### src/rtl/difftest_pkg.sv
// Shared definitions for the difftest comparator: FSM encoding, entry field
// positions and mismatch kind bit positions.
package difftest_pkg;

    typedef enum logic [2:0] {
        StIdle     = 3'd0,
        StWaitData = 3'd1,
        StPop      = 3'd2,
        StLatch    = 3'd3,
        StCmp      = 3'd4,
        StHalt     = 3'd5,
        StStep     = 3'd6
    } state_t;

    // Entry layout: {reg, pc}
    localparam int unsigned PC_LSB  = 0;
    localparam int unsigned PC_MSB  = 63;
    localparam int unsigned REG_LSB = 64;
    localparam int unsigned REG_MSB = 127;

    // mismatch_kind bit positions
    localparam int unsigned KIND_W   = 2;
    localparam int unsigned KIND_PC  = 0;
    localparam int unsigned KIND_REG = 1;

endpackage

### src/rtl/difftest_entry_cmp.sv
// Combinational compare of one DUT entry against one REF entry.
// kind == 0 means the pair matches.
module difftest_entry_cmp
    import difftest_pkg::*;
#(
    parameter int unsigned DATA_W = 128
) (
    input  logic [DATA_W-1:0] dut_entry,
    input  logic [DATA_W-1:0] ref_entry,
    output logic [KIND_W-1:0] kind
);

    // Per-field inequality flags
    always_comb begin
        kind           = '0;
        kind[KIND_PC]  = (dut_entry[PC_MSB:PC_LSB] != ref_entry[PC_MSB:PC_LSB]);
        kind[KIND_REG] = (dut_entry[REG_MSB:REG_LSB] != ref_entry[REG_MSB:REG_LSB]);
    end

endmodule

### src/rtl/difftest_comparator.sv
// Pops paired {reg, pc} entries from the DUT and REF FIFOs, compares them,
// halts the DUT producer on mismatch/timeout/step and captures the first
// mismatching pair for software readout.
module difftest_comparator
    import difftest_pkg::*;
#(
    parameter int unsigned DATA_W  = 128,
    parameter int unsigned COUNT_W = 32,
    parameter int unsigned TIMEOUT = 1024
) (
    input  logic               clk,
    input  logic               resetn,
    input  logic               dut_fifo_empty,
    input  logic [DATA_W-1:0]  dut_fifo_rd_data,
    output logic               dut_fifo_rd_en,
    input  logic               ref_fifo_empty,
    input  logic [DATA_W-1:0]  ref_fifo_rd_data,
    output logic               ref_fifo_rd_en,
    input  logic               enable,
    input  logic               step_mode,
    input  logic               step_req,
    input  logic               clear,
    output logic               irq_dut_empty,
    output logic               right,
    output logic [KIND_W-1:0]  mismatch_kind,
    output logic               timeout,
    output logic [DATA_W-1:0]  mis_dut_data,
    output logic [DATA_W-1:0]  mis_ref_data,
    output logic [COUNT_W-1:0] compare_count,
    output logic [2:0]         out_state
);

    localparam int unsigned       TCNT_W   = (TIMEOUT > 2) ? $clog2(TIMEOUT) : 1;
    localparam logic [TCNT_W-1:0] TCNT_MAX = TCNT_W'(TIMEOUT - 1);

    state_t              state_q, state_d;
    logic [TCNT_W-1:0]   tcnt_q, tcnt_d;
    logic [DATA_W-1:0]   dut_q, ref_q;
    logic [DATA_W-1:0]   mis_dut_q, mis_dut_d;
    logic [DATA_W-1:0]   mis_ref_q, mis_ref_d;
    logic [KIND_W-1:0]   kind_q, kind_d;
    logic [KIND_W-1:0]   cmp_kind;
    logic                irq_q, irq_d;
    logic                timeout_q, timeout_d;
    logic                mis_latched_q, mis_latched_d;
    logic                right_q, right_d;
    logic [COUNT_W-1:0]  count_q, count_d;
    logic                pop;

    difftest_entry_cmp #(
        .DATA_W (DATA_W)
    ) u_entry_cmp (
        .dut_entry (dut_q),
        .ref_entry (ref_q),
        .kind      (cmp_kind)
    );

    // Both strobes come from the same registered state, so they can never split
    assign pop            = (state_q == StPop);
    assign dut_fifo_rd_en = pop;
    assign ref_fifo_rd_en = pop;

    // Next-state, timeout tracking, compare result handling and halt release
    always_comb begin
        state_d       = state_q;
        tcnt_d        = tcnt_q;
        irq_d         = irq_q;
        timeout_d     = timeout_q;
        kind_d        = kind_q;
        mis_latched_d = mis_latched_q;
        mis_dut_d     = mis_dut_q;
        mis_ref_d     = mis_ref_q;
        count_d       = count_q;

        unique case (state_q)
            StIdle: begin
                tcnt_d = '0;
                if (enable) begin
                    state_d = StWaitData;
                end
            end
            StWaitData: begin
                if (!enable) begin
                    tcnt_d  = '0;
                    state_d = StIdle;
                end else if (!dut_fifo_empty && !ref_fifo_empty) begin
                    tcnt_d  = '0;
                    state_d = StPop;
                end else if (dut_fifo_empty != ref_fifo_empty) begin
                    // One side has data while the other stays dry
                    if (tcnt_q == TCNT_MAX) begin
                        tcnt_d    = '0;
                        timeout_d = 1'b1;
                        irq_d     = 1'b1;
                        state_d   = StHalt;
                    end else begin
                        tcnt_d = tcnt_q + 1'b1;
                    end
                end else begin
                    tcnt_d = '0;
                end
            end
            // Enable is ignored here so a popped pair is always compared
            StPop: begin
                state_d = StLatch;
            end
            StLatch: begin
                state_d = StCmp;
            end
            StCmp: begin
                if (cmp_kind == '0) begin
                    if (count_q != '1) begin
                        count_d = count_q + 1'b1;
                    end
                    if (step_mode) begin
                        irq_d   = 1'b1;
                        state_d = StStep;
                    end else begin
                        state_d = enable ? StWaitData : StIdle;
                    end
                end else begin
                    mis_dut_d     = dut_q;
                    mis_ref_d     = ref_q;
                    kind_d        = cmp_kind;
                    mis_latched_d = 1'b1;
                    irq_d         = 1'b1;
                    state_d       = StHalt;
                end
            end
            StHalt: begin
                if (clear) begin
                    irq_d         = 1'b0;
                    timeout_d     = 1'b0;
                    kind_d        = '0;
                    mis_latched_d = 1'b0;
                    state_d       = enable ? StWaitData : StIdle;
                end
            end
            StStep: begin
                // Dropping step_mode releases the halt just like step_req
                if (step_req || !step_mode) begin
                    irq_d   = 1'b0;
                    state_d = StWaitData;
                end
            end
            default: begin
                state_d = StIdle;
            end
        endcase
    end

    // right tracks enable, but stays low while a mismatch is latched
    assign right_d = enable & ~mis_latched_d;

    // Control and status registers
    always_ff @(posedge clk) begin
        if (!resetn) begin
            state_q       <= StIdle;
            tcnt_q        <= '0;
            irq_q         <= 1'b0;
            timeout_q     <= 1'b0;
            kind_q        <= '0;
            mis_latched_q <= 1'b0;
            right_q       <= 1'b0;
            count_q       <= '0;
            mis_dut_q     <= '0;
            mis_ref_q     <= '0;
        end else begin
            state_q       <= state_d;
            tcnt_q        <= tcnt_d;
            irq_q         <= irq_d;
            timeout_q     <= timeout_d;
            kind_q        <= kind_d;
            mis_latched_q <= mis_latched_d;
            right_q       <= right_d;
            count_q       <= count_d;
            mis_dut_q     <= mis_dut_d;
            mis_ref_q     <= mis_ref_d;
        end
    end

    // Capture the popped pair; FIFO read data is valid in the LATCH cycle
    always_ff @(posedge clk) begin
        if (!resetn) begin
            dut_q <= '0;
            ref_q <= '0;
        end else if (state_q == StLatch) begin
            dut_q <= dut_fifo_rd_data;
            ref_q <= ref_fifo_rd_data;
        end
    end

    assign irq_dut_empty = irq_q;
    assign right         = right_q;
    assign mismatch_kind = kind_q;
    assign timeout       = timeout_q;
    assign mis_dut_data  = mis_dut_q;
    assign mis_ref_data  = mis_ref_q;
    assign compare_count = count_q;
    assign out_state     = state_q;

endmodule

### config.mk
export PLATFORM = sky130hd
export DESIGN_NAME = difftest_comparator
export DESIGN_NICKNAME = d
export VERILOG_FILES = /design/src/rtl/difftest_pkg.sv /design/src/rtl/difftest_entry_cmp.sv /design/src/rtl/difftest_comparator.sv
export SDC_FILE = /design/constraint.sdc
export NUM_CORES = 1
export LEC_CHECK = 0
export CORE_MARGIN = 2
export CORE_UTILIZATION = 44
export DETAILED_ROUTE_END_ITERATION = 8
export PLACE_DENSITY = 0.76
export SLEW_MARGIN = 0
export SYNTH_ARGS = -nofsm -noshare
export SYNTH_HDL_FRONTEND = slang
export SYNTH_SLANG_ARGS = --single-unit
### constraint.sdc
create_clock -name clk -period 2.2 [get_ports clk]
set_clock_uncertainty 0.15 [all_clocks]
set_input_delay 0.44 -clock clk [delete_from_list [all_inputs] [get_ports clk]]
set_output_delay 0.44 -clock clk [all_outputs]
set_load 0.02 [all_outputs]
==> impl_metrics.json, run 1 <==
{
  "status": "finished with violations",
  "violations": "negative setup slack",
  "worstHoldPathCells": 3,
  "grt.met2_usage_pct": 49.87,
  "synthFlopType": "dfxtp_1",
  "hold_class": "in2reg",
  "setup_viol_count_final": 296,
  "reg2reg_to": "mis_ref_data[100]",
  "initial_utilization_pct": 44.45,
  "pin_count": 562,
  "synth_fa_ha_area_share_pct": 0.1729,
  "r2r.worst_path.cells": 12,
  "top_usage_layer": "met2",
  "r2r-start": "ref_q[111]",
  "grt_pass1_vias": 21020,
  "seqCellArea_um2": 11290,
  "grt-ovfl-total": 0,
  "fin_crit_sh_pct": 134.1,
  "r2r_slack_ns": -0.75,
  "fillers": 3380,
  "dpl.hpwl_um": 56640,
  "wl_um": 81340,
  "synth_area_leaders": "dfxtp_1 52%, mux2i_1 12%, nand2_1 9.3%, a21oi_1 6.8%, xor2_1 5.2%",
  "syn_area_per_cell_um2": 8.859,
  "yosys.area_share.simple_pct": 18.37,
  "die_y_um": 226.1,
  "die_width_um": 226.1,
  "clock_latency_ns": 0.63,
  "synth_cell_type_count": 50,
  "synth_edf_count": 0,
  "hp-start": "ref_fifo_rd_data[39]",
  "crit_required_ns": 2.56,
  "endpoint_kind": "flop",
  "place_area_um2": 30880,
  "firstDrtPassIters": 5,
  "fin_nets": 3599,
  "num_vias": 21400,
  "synth.area.mux_share_pct": 11.80,
  "crit_fanout": 8,
  "drive_above_1_share_pct": 17.72,
  "leakage_uw": 0.02027,
  "avgRoutedWirePerCell_um": 20.14,
  "slew_violations": 0,
  "grtUsageMet1_pct": 33.39,
  "synth_top_family_by_area": "simple AND/OR/NAND/NOR gates",
  "post-synth-top-area-cell": "dfxtp_1",
  "grt_pass1_wl_um": 115000,
  "clk_path_buf_depth": 3,
  "ys_async_sr_fraction_pct": 0,
  "htree_levels": 2,
  "cts_tree": "done",
  "powerDensity_nw_per_um2": 650.8,
  "final_area_um2": 34680,
  "cp_data_arrival_time_ns": 3.31,
  "min_to": "ref_q[39]",
  "synth-xor-area-share_pct": 5.365,
  "slew_headroom_pct": 61.56,
  "cts_root_buffer": "clkbuf_16",
  "gp_congestion": 0.9061,
  "ant_nets": 0,
  "worst_pin_slew_ns": 0.5746,
  "synth_top_area_share_pct": 51.91,
  "grt_use_total_pct": 28.96,
  "rows": 81,
  "syn_nets": 2718,
  "fin_crit_ns": 2.950,
  "synth_seq_cells": 563,
  "synth-seq-area-share_pct": 51.91,
  "hold_violations": 0,
  "setup_slack_ns": -0.7496,
  "antenna_found_initial": 5,
  "clk_pin_slew_ns": 0.06,
  "synthCells": 2451,
  "core_region_area_um2": 48850,
  "final_core_utilization_pct": 71.00,
  "rsz0062_at_grt": "yes",
  "synth_compound_area_share_pct": 8.834,
  "grt_max_degree": 81,
  "numCtsBuffers": 57,
  "antenna_cells": 0,
  "drtIter0Drc": 1429,
  "multiInputGateArea_um2": 10100,
  "die_area_um2": 51140,
  "met3_usage_pct": 6.844,
  "timing_worst_setup_path_type": "reg2reg",
  "cap_violations": 0,
  "ir_drop_mv": 0.5851,
  "cp-start-kind": "flop",
  "cts.sinks": 563,
  "ys_warn_count": 0,
  "io_buffers": 561,
  "synthToLayoutAreaGrowth_pct": 59.72,
  "routed_via_density": 5.298,
  "clock.fmax_mhz": 339.0,
  "drc": 0,
  "syn_area_um2": 21710
}
-- report_power, final --
group          switching [uW]  internal (uW)
logic                    1060           1260
registers                59.0          10300
clock network            4170           5770
total                    5280          17300
-- per-stage QoR --
stage | power [uW] | hold WS [ns] | setup TNS (ns) | cells | worst slack, ns
2_1_floorplan | 11420 | 0.2943 | -30.74 | 2451 | -0.1170
3_3_place_gp | 12460 | 0.3058 | -309.94 | 3901 | -1.168
3_5_place_dp | 12480 | 0.3139 | -314.66 | 3901 | -1.164
4_1_cts | 22410 | 0.1856 | -200.88 | 4017 | -0.7409
5_1_grt | 23180 | 0.2092 | -222.65 | 4039 | -0.8507
6_report | 22570 | 0.2171 | -190.77 | 4039 | -0.7496
-- worst max-delay path, cell delays in order, from the launching register on --
cell and delay (ns):
dfxtp_1 0.36, xor2_1 0.20, nor4_2 0.39, nand4_1 0.17
buf_4 0.18, nor4_4 0.25, buf_4 0.18, a21o_4 0.20
buf_4 0.14, buf_12 0.14, buf_12 0.15, mux2i_4 0.24
nor2_1 0.07
-- layout make-up --
type / instances / area share, %
Sequential cell: 563 / 32.57
Timing Repair Buffer: 983 / 30.28
Tap cell: 664 / 2.396
Clock inverter: 20 / 0.7648
Multi-Input combinational cell: 1717 / 29.13
Clock buffer: 82 / 4.733
Inverter: 10 / 0.1299
-- cells in the final DEF (no fill, tap or decap), types with 18 or more instances in the layout --
cell / count
dfxtp_1: 546
nand2_1: 539
buf_4: 340
clkdlybuf4s50_1: 293
nor2_1: 287
a21oi_1: 287
dlymetal6s2s_1: 266
mux2i_1: 241
xor2_1: 127
clkbuf_16: 72
buf_12: 40
nor4_1: 24
nand3_1: 24
nand4_1: 18
or4_1: 18
-- synth_stat cells (2+ instances only) --
cell	count
xor2_1	130
buf_4	25
inv_1	9
a31oi_1	4
or4_1	19
o21ai_0	24
o31a_1	3
xnor2_1	3
a311oi_1	2
a22oi_1	3
o31ai_1	18
nand4_1	18
and2_1	3
clkbuf_1	121
nor4_1	35
nor2_1	292
buf_2	4
or2_2	2
o2111ai_1	2
a21oi_1	294
nand2_1	539
mux2i_1	256
or3_1	12
ha_1	3
nand3_1	24
buf_6	4
buf_1	7
nor3_1	6
and3_1	4
nor2b_1	2
dfxtp_1	563
nand4b_1	2
-- metal layers --
layer | share of wire, % | vias to the layer above | routed length, um
li1 | - | 9965 | -
met1 | 38 | 10210 | 31160
met2 | 49 | 968 | 39620
met3 | 7.4 | 248 | 6050
met4 | 5.5 | 10 | 4444
met5 | 0.085 | - | 69
-- worst max path at each step --
| stage | cells past startpoint | slack (ns) | startpoint | to |
|---|---|---|---|---|
| 2_1_floorplan | 10 | -0.12 | ref_q[68] | mis_dut_data[126] |
| 3_3_place_gp | 8 | -1.17 | dut_q[84] | compare_count[25] |
| 3_5_place_dp | 8 | -1.16 | dut_q[84] | compare_count[23] |
| 4_1_cts | 10 | -0.74 | ref_q[0] | compare_count[11] |
| 5_1_grt | 12 | -0.85 | ref_q[16] | mis_ref_data[94] |
| 6_report | 12 | -0.75 | ref_q[111] | mis_ref_data[100] |
-- cell families after synthesis --
family | count (synthesis)
adders and majority gates | 3
buffers and inverters | 171
DFF | 563
AOI/OAI and AO/OA | 359
and+or+nand+nor | 966
xor gates and xnor gates | 133
muxes | 256
-- sequential cells by signal, summed over array words and instances (netlist names), 2 cells and up --
| name | flops |
|---|---|
| ref_q | 128 |
| out_state | 3 |
| compare_count | 32 |
| tcnt_q | 10 |
| mis_dut_data | 128 |
| mis_ref_data | 128 |
| mismatch_kind | 2 |
| dut_q | 128 |
-- what timing repair did --
action	CTS	global route
gates resized for setup	50	351
endpoints found under the setup margin	509	568
setup buffers	8	7
cloned	6	16
hold buffers	0	0
pin swaps	5	22
No activity file was read; power rests on OpenSTA's default activity.
==> run 2, diff against run 1 <==
--- a/config.mk
+++ b/config.mk
@@ -8,7 +8,7 @@
 export CORE_MARGIN = 2
 export CORE_UTILIZATION = 44
 export DETAILED_ROUTE_END_ITERATION = 8
-export PLACE_DENSITY = 0.76
+export PLACE_DENSITY = 0.87
 export SLEW_MARGIN = 0
 export SYNTH_ARGS = -nofsm -noshare
 export SYNTH_HDL_FRONTEND = slang
==> impl_metrics.json, run 2 (same netlist as run 1, synthesis figures left out) <==
{
  "setup_viol_count_final": 427,
  "final_common_cell": "clkdlybuf4s50_1",
  "hp-start": "ref_fifo_rd_data[68]",
  "clock_latency_ns": 0.63,
  "fin_crit_sh_pct": 152.8,
  "pin_count": 562,
  "drive_above_1_share_pct": 17.12,
  "grt_max_degree": 70,
  "grt_pass1_vias": 21220,
  "place_area_um2": 30820,
  "dpl.hpwl_um": 57760,
  "mostFrequentLayoutCells": "561 x clkdlybuf4s50_1, 547 x dfxtp_1, 539 x nand2_1",
  "avgRoutedWirePerCell_um": 21.41,
  "grt_pass1_wl_um": 122800,
  "wl_um": 86510,
  "reg2reg_to": "mis_ref_data[103]",
  "io_buffers": 561,
  "drc": 0,
  "grt_use_total_pct": 31.39,
  "crit_fanout": 10,
  "ir_drop_mv": 0.6077,
  "clk_path_buf_depth": 3,
  "core_region_area_um2": 48850,
  "endpoint_kind": "flop",
  "min_to": "ref_q[68]",
  "gp_congestion": 0.9270,
  "numCtsBuffers": 56,
  "r2r.worst_path.cells": 11,
  "worstHoldPathCells": 3,
  "drtIter0Drc": 2060,
  "setup_slack_ns": -1.162,
  "tns_ns": -275.88,
  "hold_class": "in2reg",
  "cap_violations": 0,
  "fin_crit_ns": 3.362,
  "powerDensity_nw_per_um2": 671.3,
  "antenna_found_initial": 12,
  "crit_chain": "xor2_1 > nor4_1 > buf_4 > nand4_1 > nor4_4 > buf_4 > a21o_4 > buf_12 > buf_16 > mux2i_4 > nor2_1",
  "cp-start-kind": "flop",
  "cp_data_arrival_time_ns": 3.71,
  "die_y_um": 226.1,
  "slew_headroom_pct": 54.81,
  "clk_pin_slew_ns": 0.06,
  "grt-ovfl-total": 0,
  "routed_via_density": 5.436,
  "r2r-start": "dut_q[90]",
  "cts_tree": "done",
  "hold_buffers": 0,
  "cp_common_cell": "buf_4",
  "fin_nets": 3589,
  "ant_nets": 0,
  "die_width_um": 226.1,
  "timing_worst_setup_path_type": "reg2reg",
  "r2r_slack_ns": -1.16,
  "path_delay_family": "simple AND/OR/NAND/NOR gates",
  "firstDrtPassIters": 7,
  "die_area_um2": 51140,
  "cts_root_buffer": "clkbuf_16",
  "status": "finished with violations",
  "slew_violations": 0,
  "violations": "negative setup slack",
  "clock.fmax_mhz": 297.4,
  "hold_violations": 0,
  "power_uw": 22520,
  "synthToLayoutAreaGrowth_pct": 54.51,
  "final_area_um2": 33550,
  "crit_required_ns": 2.54,
  "slowest_delay_ns": 0.70,
  "leakage_uw": 0.01504,
  "rsz0062_at_grt": "yes",
  "path_buf_inv": 4,
  "cts.sinks": 563,
  "crit_slowest_cell": "dfxtp_1",
  "initial_utilization_pct": 44.45,
  "htree_levels": 2,
  "rows": 81,
  "num_vias": 21970,
  "worst_pin_slew_ns": 0.6757
}
==> run 2: changes by cell type in the layout (fill, tap and decap cells not counted), sizes merged <==
cell | previous run | this run
clkdlybuf4s50 | 293 | 561
dlymetal6s2s | 266 | 0
diode | 0 | 13
clkbuf | 98 | 89
clkinv | 10 | 6
buf | 408 | 411
clkinvlp | 3 | 0
bufinv | 5 | 4
inv | 12 | 13
==> run 2: worst reg2reg max path, delay by kind of cell, from the launching register on <==
kind	cells	cell delay, ns
AND/OR/NAND/NOR	4	0.83
buffers and inverters	4	0.74
flip-flops	1	0.70
multiplexers	1	0.45
XOR/XNOR	1	0.19
AO/OA/AOI/OAI	1	0.18
==> run 2: metal layers <==
layer	vias to the layer above	track usage, %	routed length (um)
met1	10340	36.04	31120
met4	12	17.51	5464
li1	9972	-	-
met3	349	7.013	8906
met2	1292	54.04	40840
met5	-	0	179
==> run 2: report_power, final <==
part           leakage, uW  internal [uW]  switching (uW)
Sequential         0.00454          10300            61.2
Clock             0.000948           5830            4150
Combinational      0.00955           1200            1030
Total               0.0150          17300            5240
==> run 2: how the worst max path moves through the flow <==
stage	start	to	slack, ns	depth (start not counted)
3_3_place_gp	ref_q[126]	compare_count[23]	-1.29	8
4_1_cts	ref_q[31]	compare_count[11]	-0.68	10
2_1_floorplan	ref_q[68]	mis_dut_data[126]	-0.12	10
3_5_place_dp	ref_q[126]	compare_count[27]	-1.35	8
5_1_grt	dut_q[90]	mis_ref_data[103]	-1.28	11
6_report	dut_q[90]	mis_ref_data[103]	-1.16	11
==> run 2: cell type report <==
type                    instances  area, um2
diodes                         13      32.53
clock buffers                  87       1718
clock inverters                13      201.4
fillers                      3261      15300
inverters                      10      45.04
multi-input cells            1717       9971
flip-flops and latches        563      11290
well taps                     664      830.8
repair buffers                974       9460
==> run 2: what timing repair did <==
action                                  CTS  global route
resized for setup                        67            27
setup buffers                            12             1
hold endpoints to repair                  0             0
gates cloned                              7             2
pin swaps                                 5             2
endpoints found under the setup margin  499           533
==> run 2: through the flow <==
| step | setup WS [ns] | utilization, % | std cells | hold WS [ns] |
|---|---|---|---|---|
| 4_1_cts | -0.6755 | 68.25 | 4025 | 0.1853 |
| 6_report | -1.162 | 68.68 | 4041 | 0.2105 |
| 3_5_place_dp | -1.346 | 63.09 | 3906 | 0.3210 |
| 3_3_place_gp | -1.287 | 63.09 | 3906 | 0.3005 |
| 5_1_grt | -1.284 | 68.65 | 4035 | 0.2056 |
| 2_1_floorplan | -0.1170 | - | 2451 | 0.2943 |
